## src/rtl/nco_pkg.sv

```systemverilog
// -----------------------------------------------------------------------------
// nco_pkg
// Shared definitions for the multi-voice sine oscillator/mixer:
//   - default widths for phase, table address and sample data
//   - mixer sequencing states
//   - per-voice configuration record
//   - saturation limits for the mixed output
// -----------------------------------------------------------------------------
package nco_pkg;

   localparam int DEF_PHASE_W  = 24;
   localparam int DEF_ADDR_W   = 9;
   localparam int DEF_SAMPLE_W = 16;

   typedef enum logic [1:0] {
      ST_IDLE,
      ST_RUN,
      ST_DRAIN,
      ST_HOLD
   } mix_state_t;

   typedef struct packed {
      logic [DEF_PHASE_W-1:0] ftw;
      logic [7:0]             vol;
      logic                   gate;
   } voice_cfg_t;

   localparam logic signed [DEF_SAMPLE_W-1:0] SAT_MAX = {1'b0, {(DEF_SAMPLE_W-1){1'b1}}};
   localparam logic signed [DEF_SAMPLE_W-1:0] SAT_MIN = {1'b1, {(DEF_SAMPLE_W-1){1'b0}}};

endpackage

```

## src/rtl/nco_voice_scaler.sv

```systemverilog
// -----------------------------------------------------------------------------
// nco_voice_scaler
// One-stage registered volume scaler: signed sample x unsigned 8-bit volume,
// arithmetic shift right by 8, forced to zero when the voice gate is off.
// Ports:
//   clk          system clock
//   i_rst        synchronous active-high reset (valid/last only)
//   i_vld_p0     input sample valid
//   i_last_p0    input belongs to the last voice of the frame
//   i_sample_p0  signed table sample
//   i_vol_p0     unsigned volume (255 ~ unity)
//   i_gate_p0    voice enable captured at issue
//   o_vld_p1     scaled product valid
//   o_last_p1    scaled product belongs to the last voice
//   o_prod_p1    signed scaled product (SAMPLE_W+1 bits)
// -----------------------------------------------------------------------------
module nco_voice_scaler
   import nco_pkg::*;
#(
   parameter int SAMPLE_W = DEF_SAMPLE_W
) (
   input  logic                clk,
   input  logic                i_rst,
   input  logic                i_vld_p0,
   input  logic                i_last_p0,
   input  logic [SAMPLE_W-1:0] i_sample_p0,
   input  logic [7:0]          i_vol_p0,
   input  logic                i_gate_p0,
   output logic                o_vld_p1,
   output logic                o_last_p1,
   output logic [SAMPLE_W:0]   o_prod_p1
);

   localparam int PROD_W = SAMPLE_W + 9;

   // Volume is zero-extended to 9 bits so the multiply stays signed; dropping
   // the low 8 product bits is the arithmetic shift right by 8.
   function automatic logic signed [SAMPLE_W:0] scale_sample(
      input logic signed [SAMPLE_W-1:0] s,
      input logic        [7:0]          v
   );
      logic signed [PROD_W-1:0] p;
      p = s * $signed({1'b0, v});
      scale_sample = p[PROD_W-1:8];
   endfunction

   logic signed [SAMPLE_W:0] r_prod_p1;
   logic                     r_vld_p1;
   logic                     r_last_p1;

   // ---- stage p0 -> p1 ----
   always_ff @(posedge clk) begin
      if (i_rst) begin
         r_vld_p1  <= 1'b0;
         r_last_p1 <= 1'b0;
      end else begin
         r_vld_p1  <= i_vld_p0;
         r_last_p1 <= i_vld_p0 & i_last_p0;
      end
      r_prod_p1 <= i_gate_p0 ? scale_sample(i_sample_p0, i_vol_p0) : '0;
   end

   assign o_vld_p1  = r_vld_p1;
   assign o_last_p1 = r_last_p1;
   assign o_prod_p1 = r_prod_p1;

endmodule

```

## src/rtl/sine_voice_mixer.sv

```systemverilog
// -----------------------------------------------------------------------------
// sine_voice_mixer
// Time-multiplexed phase-accumulator oscillator bank. Each sample tick walks
// all voices once: issues a quarter-wave table address per voice, scales the
// returned sample by the voice volume, sums the frame, saturates it and holds
// it on a valid/ready output until accepted.
// Ports:
//   clk, reset    clock and synchronous active-high reset
//   sample_tick   one-cycle pulse per audio sample
//   cfg_we        voice config write strobe (cfg_voice, cfg_ftw, cfg_vol, cfg_gate)
//   lut_addr      registered sine table address
//   lut_data      signed table output, valid the cycle after an issue
//   mix_out       saturated mixed sample, qualified by mix_valid
//   mix_ready     downstream accepts mix_out
//   overrun       sticky: a tick arrived while a frame was in progress or held
// -----------------------------------------------------------------------------
module sine_voice_mixer
   import nco_pkg::*;
#(
   parameter int NUM_VOICES = 4,
   parameter int PHASE_W    = DEF_PHASE_W,
   parameter int ADDR_W     = DEF_ADDR_W,
   parameter int SAMPLE_W   = DEF_SAMPLE_W
) (
   input  logic                          clk,
   input  logic                          reset,
   input  logic                          sample_tick,
   input  logic                          cfg_we,
   input  logic [$clog2(NUM_VOICES)-1:0] cfg_voice,
   input  logic [PHASE_W-1:0]            cfg_ftw,
   input  logic [7:0]                    cfg_vol,
   input  logic                          cfg_gate,
   output logic [ADDR_W-1:0]             lut_addr,
   input  logic [SAMPLE_W-1:0]           lut_data,
   output logic [SAMPLE_W-1:0]           mix_out,
   output logic                          mix_valid,
   input  logic                          mix_ready,
   output logic                          overrun
);

   localparam int IDX_W = $clog2(NUM_VOICES);
   localparam int ACC_W = SAMPLE_W + IDX_W + 1;
   localparam logic [IDX_W-1:0] LAST_IDX = IDX_W'(NUM_VOICES - 1);

   function automatic logic [SAMPLE_W-1:0] sat_mix(input logic signed [ACC_W-1:0] a);
      if (a > ACC_W'(SAT_MAX))
         sat_mix = SAT_MAX;
      else if (a < ACC_W'(SAT_MIN))
         sat_mix = SAT_MIN;
      else
         sat_mix = a[SAMPLE_W-1:0];
   endfunction

   mix_state_t          r_state;
   logic [IDX_W-1:0]    r_idx;
   voice_cfg_t          r_cfg   [NUM_VOICES];
   logic [PHASE_W-1:0]  r_phase [NUM_VOICES];

   logic                r_vld_p0;
   logic                r_last_p0;
   logic [7:0]          r_vol_p0;
   logic                r_gate_p0;

   logic                     w_vld_p1;
   logic                     w_last_p1;
   logic signed [SAMPLE_W:0] w_prod_p1;

   logic signed [ACC_W-1:0]  r_acc_p2;
   logic signed [ACC_W-1:0]  w_acc_sum;
   logic                     w_issue;

   assign w_issue   = (r_state == ST_RUN);
   assign w_acc_sum = r_acc_p2 + ACC_W'(w_prod_p1);

   // Phase and configuration. A voice with its stored gate low sits at phase 0,
   // which also covers the trigger case (gate 0 -> 1 write) for the next cycle.
   // An issue in the same cycle as a config write uses the old registers.
   always_ff @(posedge clk) begin
      if (reset) begin
         for (int v = 0; v < NUM_VOICES; v++) begin
            r_phase[v] <= '0;
            r_cfg[v]   <= '0;
         end
      end else begin
         for (int v = 0; v < NUM_VOICES; v++) begin
            if (!r_cfg[v].gate)
               r_phase[v] <= '0;
            else if (w_issue && (r_idx == IDX_W'(v)))
               r_phase[v] <= r_phase[v] + PHASE_W'(r_cfg[v].ftw);
         end
         if (cfg_we) begin
            r_cfg[cfg_voice].ftw  <= DEF_PHASE_W'(cfg_ftw);
            r_cfg[cfg_voice].vol  <= cfg_vol;
            r_cfg[cfg_voice].gate <= cfg_gate;
         end
      end
   end

   // ---- issue stage p0 -> scaler p1 ----
   nco_voice_scaler #(
      .SAMPLE_W (SAMPLE_W)
   ) u_scaler (
      .clk         (clk),
      .i_rst       (reset),
      .i_vld_p0    (r_vld_p0),
      .i_last_p0   (r_last_p0),
      .i_sample_p0 (lut_data),
      .i_vol_p0    (r_vol_p0),
      .i_gate_p0   (r_gate_p0),
      .o_vld_p1    (w_vld_p1),
      .o_last_p1   (w_last_p1),
      .o_prod_p1   (w_prod_p1)
   );

   // ---- accumulate stage p1 -> p2, sequencing and output ----
   always_ff @(posedge clk) begin
      if (reset) begin
         r_state   <= ST_IDLE;
         r_idx     <= '0;
         r_vld_p0  <= 1'b0;
         r_last_p0 <= 1'b0;
         lut_addr  <= '0;
         mix_out   <= '0;
         mix_valid <= 1'b0;
         overrun   <= 1'b0;
      end else begin
         r_vld_p0  <= 1'b0;
         r_last_p0 <= 1'b0;
         if (w_vld_p1)
            r_acc_p2 <= w_acc_sum;

         case (r_state)
            ST_IDLE: begin
               if (sample_tick) begin
                  r_acc_p2 <= '0;
                  r_idx    <= '0;
                  r_state  <= ST_RUN;
               end
            end
            ST_RUN: begin
               if (sample_tick)
                  overrun <= 1'b1;
               lut_addr  <= r_phase[r_idx][PHASE_W-1 -: ADDR_W];
               r_vol_p0  <= r_cfg[r_idx].vol;
               r_gate_p0 <= r_cfg[r_idx].gate;
               r_vld_p0  <= 1'b1;
               r_last_p0 <= (r_idx == LAST_IDX);
               r_idx     <= r_idx + IDX_W'(1);
               if (r_idx == LAST_IDX)
                  r_state <= ST_DRAIN;
            end
            ST_DRAIN: begin
               if (sample_tick)
                  overrun <= 1'b1;
               // The last voice's product is folded in directly so the frame
               // leaves without an extra accumulator cycle.
               if (w_vld_p1 && w_last_p1) begin
                  mix_out   <= sat_mix(w_acc_sum);
                  mix_valid <= 1'b1;
                  r_state   <= ST_HOLD;
               end
            end
            ST_HOLD: begin
               if (sample_tick)
                  overrun <= 1'b1;
               if (mix_ready) begin
                  mix_valid <= 1'b0;
                  r_state   <= ST_IDLE;
               end
            end
            default: r_state <= ST_IDLE;
         endcase
      end
   end

endmodule

```

## config.mk

```make
export PLATFORM = sky130hd
export DESIGN_NAME = sine_voice_mixer
export DESIGN_NICKNAME = d
export VERILOG_FILES = /design/src/rtl/nco_pkg.sv /design/src/rtl/nco_voice_scaler.sv /design/src/rtl/sine_voice_mixer.sv
export SDC_FILE = /design/constraint.sdc
export NUM_CORES = 1
export LEC_CHECK = 0
export CORE_MARGIN = 2
export CORE_UTILIZATION = 30
export DETAILED_ROUTE_END_ITERATION = 8
export HOLD_SLACK_MARGIN = 0.08
export PLACE_DENSITY_LB_ADDON = 0.25
export SLEW_MARGIN = 20
export SYNTH_ARGS = -nofsm -noshare
export SYNTH_HDL_FRONTEND = slang
export SYNTH_SLANG_ARGS = --single-unit
```

## constraint.sdc

```tcl
create_clock -name clk -period 6.7 [get_ports clk]
set_input_delay 1.005 -clock clk [delete_from_list [all_inputs] [get_ports clk]]
set_output_delay 1.005 -clock clk [all_outputs]
set_load 0.005 [all_outputs]
```

# After elaboration in Yosys (flattened, before gate mapping)
# Memory sizes are Yosys's and may differ from the RTL's. A register that Yosys moved wholly into a read port is not among the register bits.
# Index checks and enable logic that the tools add are counted.
[op_classes]
bitwise = 11
reduce_logical = 18
mul = 1
muxes = 60
n_lt_le_gt_ge = 2
n_addsub = 6
n_eq_ne = 10
[ops]
columns = ["operator", "count"]
rows = [
  ["24-bit two-way mux", 8],
  ["24-bit adder", 4],
  ["19-bit two-way mux", 3],
  ["1-bit two-way mux", 37],
  ["33-bit two-way mux", 1],
  ["33-bit OR reduction", 1],
  ["16-bit two-way mux", 2],
  ["16-bit by 9-bit multiplier with 25-bit output", 1],
  ["19-bit by 17-bit adder with 19-bit output", 1],
  ["19-bit by 16-bit greater-than comparator with 1-bit output, second input constant", 1],
  ["19-bit by 16-bit < comparator with 1-bit output, second input constant", 1],
  ["2-bit two-way mux", 6],
  ["2-bit == test, second input constant", 4],
  ["1-bit OR", 8],
  ["2-bit one-hot mux with 4 select lines", 1],
  ["2-bit AND reduction", 4],
  ["2-bit != test, second input constant", 3],
  ["1-bit logical AND", 5],
  ["2-bit by 1-bit == test with 1-bit output, second input constant", 2],
  ["2-bit logical NOT", 2],
  ["2-bit one-hot mux with 2 select lines", 1],
  ["4-bit AND reduction", 1],
  ["2-bit nonzero test", 2],
  ["3-bit AND reduction", 1],
  ["7 further kinds", 8],
]
[word_totals]
word_cells = 121
output_inout_bits = 27
mem_count = 2
mem_bits_rw = 228
reg_bits = 62
[memory_table]
columns = ["name", "depth", "width", "read_ports", "rd_ports_with_merged_regs", "write_ports", "line", "rtl"]
rows = [
  ["r_cfg", 4, 33, 5, 1, 4, "sine_voice_mixer.sv:56", "voice_cfg_t r_cfg [NUM_VOICES];"],
  ["r_phase", 4, 24, 5, 1, 4, "sine_voice_mixer.sv:57", "logic [PHASE_W-1:0] r_phase [NUM_VOICES];"],
]

# Longest topological paths before layout
[logic_depth]
ltp_word = 7
mapped_depth = 20
ltp_nobuf = 19

# Hierarchy
# Synthesis repeated with hierarchy kept, for this count alone.
[hier_totals]
hier_cells = 2031
area_unflattened_um2 = 21546.9
[modules_own_cells]
columns = ["mod", "seq_area_each_um2", "cells_each", "area_per_inst_um2", "n_inst"]
rows = [
  ["sine_voice_mixer", 8348.0, 1463, 16555.9, 1],
  ["nco_voice_scaler", 380.4, 568, 4991.0, 1],
]

# Least setup slack after synthesis
# OpenSTA, ideal clock, no wires.
[synth_timing]
path_type = "in2reg"
from = "in lut_data[7]"
to = "reg u_scaler.r_prod_p1[16] (netlist: u_scaler.o_prod_p1[16])"
setup_ns = 0.118
arrival_time_ns = 5.089
path_buffers = 0
stages = 17
setup_slack_ns = 1.493
path_cell_list = "nand2_1 > fa_1 > inv_1 > fa_1 > inv_1 > fa_1 > inv_1 > fa_1 > ha_1 > a2111oi_0 > or3_1 > a21oi_1 > or2_2 > a211oi_1 > o221ai_1 > xnor2_1 > nor2_1"
[synth_via]
elab_chain_len = 1
[synth_lines]
columns = ["item", "line", "rtl"]
rows = [
  ["from (decl)", "sine_voice_mixer.sv:34", "input logic [SAMPLE_W-1:0] lut_data,"],
  ["16-bit by 9-bit multiplier with 25-bit output", "nco_voice_scaler.sv:43", "p = s * $signed({1'b0, v});"],
  ["to (signal assigned)", "nco_voice_scaler.sv:60", "r_prod_p1 <= i_gate_p0 ? scale_sample(i_sample_p0, i_vol_p0) : '0;"],
  ["to (decl)", "nco_voice_scaler.sv:47", "logic signed [SAMPLE_W:0] r_prod_p1;"],
]
# No other way between the ends.
# A chain may end at the register's enable or synchronous reset.

# Worst setup path in the final report
# Same ends and word-level chain as after synthesis.

==> run summary <==
==============================================================================
Number of nets with antenna violations after routing ............            0
H-tree levels ...................................................            2
Setup repair after global routing missed its margin .............           no
Post-Synthesis Net Count ........................................         2315
Number of buffers inserted to repair setup after CTS ............            0
Wl on met1 ......................................................     24000 um
Post-synthesis instance area ....................................   21200 um^2
Post-route fraction of the period consumed by the critical path .        86.8%
Area of the die .................................................   72700 um^2
Max-cap violations ..............................................            0
Total number of clock tree sinks ................................          308
Distinct cell type count of the synthesized netlist .............           75
Vias in the first global route ..................................        15.3k
DRC violations left .............................................            0
Number of standard-cell rows in the floorplan ...................           97
Height of the die ...............................................       270 um
Antenna violations before repair ................................            1
Skew-Pair Late Insertion Delay ..................................       550 ps
GRT Overall Usage ...............................................        14.7%
Worst VDD drop ..................................................     0.208 mV
WL/cell .........................................................      17.5 um
Async SR Flop Fraction ..........................................           0%
Post-CTS Hold Fix Bufs ..........................................            0
Router iterations before antenna repair .........................            7
First-pass GRT wire length ......................................     85200 um
DIE WIDTH .......................................................       270 um
Core ar. ........................................................   69900 um^2
Number of top-level pins ........................................           83
Max Used Layer ..................................................         met4
Fmax ............................................................      172 MHz
Worst Setup End Kind ............................................         flop
Run status ...................................................... finished clean
Synthesized area per cell .......................................    10.6 um^2
Number of buffers on the longest clock path .....................            3
Leak pwr ........................................................      10.2 nW
Power density over the cells ....................................  359 nW/um^2
Final count of negative-setup-slack endpoints ...................            0
Setup Total Neg Slack ...........................................         0 ps
Post-cts sizing count ...........................................            0
Post-synthesis sequential area ratio ............................        41.2%
Ratio of routed vias to standard cells ..........................         4.84
Largest net degree at the start of global routing ...............           39
Most used DFF post-synth ........................................ sky130_fd_sc_hd__edfxtp_1
TritonCTS clock tree ............................................        built
Number of enable flip-flop cells after synthesis ................          256
Number of warnings printed during yosys synthesis ...............            0
Worst slew slack as a fraction of its limit .....................        33.3%
Clk root buf .................................................... sky130_fd_sc_hd__clkbuf_16
Max-slew violation count ........................................            0
Path class of the lowest-slack min-delay path ................... flop to flop
Met3 routed WL ..................................................      1990 um
Detail Placement HPWL ...........................................     38600 um
Relative area change from synthesis to final layout .............        14.7%
Share of cells above drive strength 1 ...........................        5.48%
Synthesized instance count ......................................         1989
Kind of critical path ........................................... primary input to flop
Post-layout min period ..........................................      5810 ps
Layout net count ................................................         2397
DRC violation total after the first TritonRoute iteration .......          924
Routed length on met2 ...........................................     26200 um
Drt total wl ....................................................     53100 um
Max FO, Critical Path ...........................................            8
Element type at the critical path start ......................... primary input
IO buf count ....................................................           82
CTS buffer count ................................................           37
Remaining global-route overflow .................................            0
Measured slew at the worst slew-check pin .......................       997 ps
Routability Congestion ..........................................        0.853
#FFs+latches synth ..............................................          308
Hold Fails Final Rpt ............................................            0
Initial Util ....................................................        30.3%
Total Power Consumption .........................................    0.00872 W
Reg clk slew, reported paths ....................................        60 ps
Data arrival time of the critical path ..........................      6230 ps
Required time at the endpoint of the critical path ..............      7110 ps
Maximum clock skew at final layout ..............................      14.7 ps
Vias ............................................................        14.7k
==============================================================================
==> state kept, by name, indices dropped and copies added (netlist names) <==
name,cells
mix_out,16
r_state,2
r_cfg,132
r_vld_p0,1
r_acc_p2,19
r_gate_p0,1
lut_addr,9
r_idx,2
r_phase,96
r_last_p0,1
u_scaler.o_last_p1,1
r_vol_p0,8
overrun,1
u_scaler.o_prod_p1,17
mix_valid,1
u_scaler.o_vld_p1,1
==> through the flow <==
stage | util (%) | cell area (um^2) | instances | hold WS (ps) | setup slack, ps
after global placement | 33.1 | 23100 | 2972 | 423 | 334
after detailed placement | 33.1 | 23100 | 2972 | 430 | 322
after CTS | 34.7 | 24300 | 3037 | 449 | 870
after floorplan | - | 21200 | 1989 | 406 | 1490
final | 34.7 | 24300 | 3039 | 443 | 888
after global routing | 34.7 | 24300 | 3037 | 455 | 468
==> where the power goes <==
group | internal, W | switching, W
logic | 0.00183 | 0.00244
clock network | 0.00113 | 0.000822
registers | 0.00234 | 0.000147
==> layout make-up <==
| cell class | instances | area [um^2] |
|---|---|---|
| timing repair buffer | 101 | 963 |
| multi-input combinational | 1437 | 11500 |
| antenna | 2 | 5.00 |
| tap | 940 | 1180 |
| sequential | 308 | 8730 |
| clock inverter | 17 | 161 |
| fill | 7069 | 45600 |
| inverter | 186 | 698 |
| clock buffer | 48 | 998 |
==> layout by cell type, fill, tap and decap left out, types with 6 or more instances in the layout <==
master and instances:
sky130_fd_sc_hd__nor2_1 164, sky130_fd_sc_hd__o211ai_1 7, sky130_fd_sc_hd__a2111oi_0 6, sky130_fd_sc_hd__a211oi_1 20, sky130_fd_sc_hd__nand2b_1 14, sky130_fd_sc_hd__mux4_2 18, sky130_fd_sc_hd__and2_1 217, sky130_fd_sc_hd__o41ai_1 6
sky130_fd_sc_hd__xnor2_1 44, sky130_fd_sc_hd__buf_4 19, sky130_fd_sc_hd__nor2b_1 20, sky130_fd_sc_hd__clkinv_1 7, sky130_fd_sc_hd__clkbuf_16 38, sky130_fd_sc_hd__nand3_1 34, sky130_fd_sc_hd__nand4_1 8, sky130_fd_sc_hd__xor2_1 41
sky130_fd_sc_hd__o21a_1 24, sky130_fd_sc_hd__or2_2 7, sky130_fd_sc_hd__o21ai_0 69, sky130_fd_sc_hd__and3_1 21, sky130_fd_sc_hd__mux2i_1 26, sky130_fd_sc_hd__nor3_1 38, sky130_fd_sc_hd__a21o_1 59, sky130_fd_sc_hd__dfxtp_1 52
sky130_fd_sc_hd__a21oi_1 99, sky130_fd_sc_hd__a31oi_1 12, sky130_fd_sc_hd__ha_1 164, sky130_fd_sc_hd__clkbuf_1 9, sky130_fd_sc_hd__edfxtp_1 256, sky130_fd_sc_hd__clkdlybuf4s50_1 82, sky130_fd_sc_hd__nand2_1 111, sky130_fd_sc_hd__fa_1 106
sky130_fd_sc_hd__or3_1 7, sky130_fd_sc_hd__o21bai_1 12, sky130_fd_sc_hd__o31a_1 6, sky130_fd_sc_hd__inv_1 186
==> worst paths after layout <==
path,cells past startpoint,slack [ps],endpoint,start
max reg2reg,17,1100,u_scaler.o_prod_p1[16]$_SDFF_PN0_,r_vol_p0[0]$_DFFE_PP_
min reg2reg,1,440,u_scaler.o_last_p1$_SDFF_PP0_,r_last_p0$_SDFF_PN0_
max,18,890,u_scaler.o_prod_p1[16]$_SDFF_PN0_,lut_data[7]
min,1,440,u_scaler.o_last_p1$_SDFF_PP0_,r_last_p0$_SDFF_PN0_
==> cell usage after synthesis (44+ instances only) <==
| cell | count | area (um^2) |
|---|---|---|
| sky130_fd_sc_hd__ha_1 | 164 | 2050 |
| sky130_fd_sc_hd__edfxtp_1 | 256 | 7690 |
| sky130_fd_sc_hd__a21oi_1 | 99 | 495 |
| sky130_fd_sc_hd__inv_1 | 186 | 698 |
| sky130_fd_sc_hd__nor2_1 | 164 | 616 |
| sky130_fd_sc_hd__clkbuf_1 | 48 | 180 |
| sky130_fd_sc_hd__a21o_1 | 59 | 443 |
| sky130_fd_sc_hd__and2_1 | 217 | 1360 |
| sky130_fd_sc_hd__o21ai_0 | 70 | 350 |
| sky130_fd_sc_hd__fa_1 | 106 | 2120 |
| sky130_fd_sc_hd__nand2_1 | 112 | 420 |
| sky130_fd_sc_hd__xnor2_1 | 44 | 385 |
| sky130_fd_sc_hd__dfxtp_1 | 52 | 1040 |
==> critical path, cell delays in order <==
cell and delay [ps]:
sky130_fd_sc_hd__clkdlybuf4s50_1 600, sky130_fd_sc_hd__nand2_1 120, sky130_fd_sc_hd__fa_1 560, sky130_fd_sc_hd__inv_1 60, sky130_fd_sc_hd__fa_1 500, sky130_fd_sc_hd__inv_1 60, sky130_fd_sc_hd__fa_1 540, sky130_fd_sc_hd__inv_1 50
sky130_fd_sc_hd__fa_1 450, sky130_fd_sc_hd__ha_1 200, sky130_fd_sc_hd__a2111oi_0 540, sky130_fd_sc_hd__or3_1 260, sky130_fd_sc_hd__a21oi_1 100, sky130_fd_sc_hd__or2_2 340, sky130_fd_sc_hd__a211oi_1 430, sky130_fd_sc_hd__o221ai_1 200
sky130_fd_sc_hd__xnor2_1 180, sky130_fd_sc_hd__nor2_1 50
==> cell families after synthesis <==
logic type | Yosys count | share of synthesized area, %
AO/OA/AOI/OAI | 361 | 11.3
XOR/XNOR | 86 | 3.65
adder cells (fa/ha/maj) | 270 | 19.7
buffers and inverters | 244 | 4.37
flip-flops | 308 | 41.2
multiplexers | 46 | 3.25
AND/OR/NAND/NOR | 674 | 16.5
==> routing by layer <==
metal	vias up	global-route usage, %
met5	-	0
met4	0	3.60
li1	7122	-
met1	7277	19.2
met2	263	25.5
met3	61	2.01
Note: power is estimated with default switching activity, not from simulation.
==> RTL edit (same settings) <==
Register the inputs `cfg_we`, `cfg_voice`, `cfg_ftw`, `cfg_vol` and `cfg_gate` before use. The logic sees them one clock later. The other inputs are not delayed to match.
--- a/src/rtl/sine_voice_mixer.sv
+++ b/src/rtl/sine_voice_mixer.sv
@@ -41,6 +41,20 @@
    localparam int IDX_W = $clog2(NUM_VOICES);
    localparam int ACC_W = SAMPLE_W + IDX_W + 1;
    localparam logic [IDX_W-1:0] LAST_IDX = IDX_W'(NUM_VOICES - 1);
+
+   logic cfg_we_q;
+   logic [$clog2(NUM_VOICES)-1:0] cfg_voice_q;
+   logic [PHASE_W-1:0] cfg_ftw_q;
+   logic [7:0] cfg_vol_q;
+   logic cfg_gate_q;
+
+   always_ff @(posedge clk) begin
+      cfg_we_q    <= cfg_we;
+      cfg_voice_q <= cfg_voice;
+      cfg_ftw_q   <= cfg_ftw;
+      cfg_vol_q   <= cfg_vol;
+      cfg_gate_q  <= cfg_gate;
+   end
 
    function automatic logic [SAMPLE_W-1:0] sat_mix(input logic signed [ACC_W-1:0] a);
       if (a > ACC_W'(SAT_MAX))
@@ -88,10 +102,10 @@
             else if (w_issue && (r_idx == IDX_W'(v)))
                r_phase[v] <= r_phase[v] + PHASE_W'(r_cfg[v].ftw);
          end
-         if (cfg_we) begin
-            r_cfg[cfg_voice].ftw  <= DEF_PHASE_W'(cfg_ftw);
-            r_cfg[cfg_voice].vol  <= cfg_vol;
-            r_cfg[cfg_voice].gate <= cfg_gate;
+         if (cfg_we_q) begin
+            r_cfg[cfg_voice_q].ftw  <= DEF_PHASE_W'(cfg_ftw_q);
+            r_cfg[cfg_voice_q].vol  <= cfg_vol_q;
+            r_cfg[cfg_voice_q].gate <= cfg_gate_q;
          end
       end
    end
Function: same outputs for any inputs over 4 cycles, from zero or initial values and one cycle with reset high; that may be too few to reach the edited logic, so the function may still have changed.
==> RTL edit against the unedited design <==
Final area grew 3.6%; power shrank 0.52%; sequential cell count grew 36; largest cell class unchanged; area after synthesis grew 3.5%; wire length shrank 2.0%; utilization shrank 0.070 points; highest routed layer unchanged; via count is essentially flat; worst setup slack gained 180 ps; critical endpoint is now u_scaler.o_prod_p1[15]$_SDFF_PN0_.
==> RTL edit: results (changes against the unedited design) <==
status finished clean; Num CTS Buffers 39 (+5.4%); clk_skew 25.8 ps (+11.1 ps); maximum vdd drop 0.226 mV (+8.5%); final RePlAce weighted congestion 0.816 (-4.3%); vias in the first global route 15200 (-0.59%); leakage 10.7 nW (+5.0%); drt initial violations 739 (-20%); post-synthesis sequential area ratio 43.1% (+1.9 points); Fill cells 7290 (+3.1%); main area contributors after synthesis edfxtp_1 35%, fa_1 9.7%, ha_1 9.4%; GRT Total Usage 14.0% (-0.68 points); CP Capture Point u_scaler.o_prod_p1[15]$_SDFF_PN0_; worst setup margin 1070 ps (+178 ps); layout cells sized above 1 6.57% (+1.1 points); Slew Limit Headroom 33.0% (-0.38 points); vias per cell 4.76 (-1.7%); top flop regs r_cfg: 132 flops, r_phase: 96 flops, cfg_ftw_q: 24 flops; first-pass GRT wire length 82700 um (-2.9%); Placement Setup Slack 504 ps (+182 ps); synth unique cells 83 (+11%); reg2reg setup slack 1190 ps (+90 ps); FF-to-FF path depth 16 (-1); most frequent cells after synthesis 256 x edfxtp_1, 218 x and2_1, 187 x inv_1; initial antenna violation count 2 (+1); syn nets 2340 (+1.1%); CP max-delay cell fa_1; nets@finish 2426 (+1.2%); Post-DP HPWL 38000 um (-1.8%)
## RTL edit: changes by cell type after synthesis, sizes merged, moves of 8 or more
| cell | change |
|---|---|
| dfxtp | +36 |
| nor2 | -14 |
| o21ai | -8 |
| xnor2 | +15 |
| nand2b | +10 |
## RTL edit: logic make-up after synthesis
kind of cell | Yosys count | synth area share [%]
AND/OR/NAND/NOR | 665 | 15.8
AO/OA/AOI/OAI | 353 | 10.8
flip-flops | 344 | 43.1
adder cells (fa/ha/maj) | 270 | 19.1
buffers and inverters | 243 | 4.37
XOR/XNOR | 94 | 3.79
multiplexers | 45 | 3.08
## RTL edit: routing by layer
metal	wire length (um)	vias to the layer above	GRT usage [%]
li1	-	7175	-
met4	1370	0	4.49
met1	23600	7235	18.2
met5	0	-	0
met3	1930	77	1.94
met2	25200	238	24.0
## RTL edit: where the power goes
part	switching (mW)	internal (mW)	total, mW
clock network	0.906	1.27	2.18
logic	2.13	1.70	3.83
registers	0.148	2.52	2.67
total	3.19	5.49	8.67
## RTL edit: cell type report
class	count	area share, %
diodes	1	0.00995
clock buffers	55	4.53
flip-flops and latches	344	37.6
clock inverters	17	0.617
repair buffers	101	3.83
inverters	187	2.79
multi-input cells	1427	45.9
well taps	959	4.77
## RTL edit: stage by stage
stage / cells / util, % / power (mW) / hold slack (ps)
after floorplan: 2014 / - / 5.70 / 406
after global placement: 3018 / 32.9 / 6.56 / 416
after detailed placement: 3018 / 32.9 / 6.61 / 432
after CTS: 3090 / 34.6 / 8.84 / 462
after global routing: 3090 / 34.7 / 9.43 / 488
final: 3091 / 34.7 / 8.67 / 455
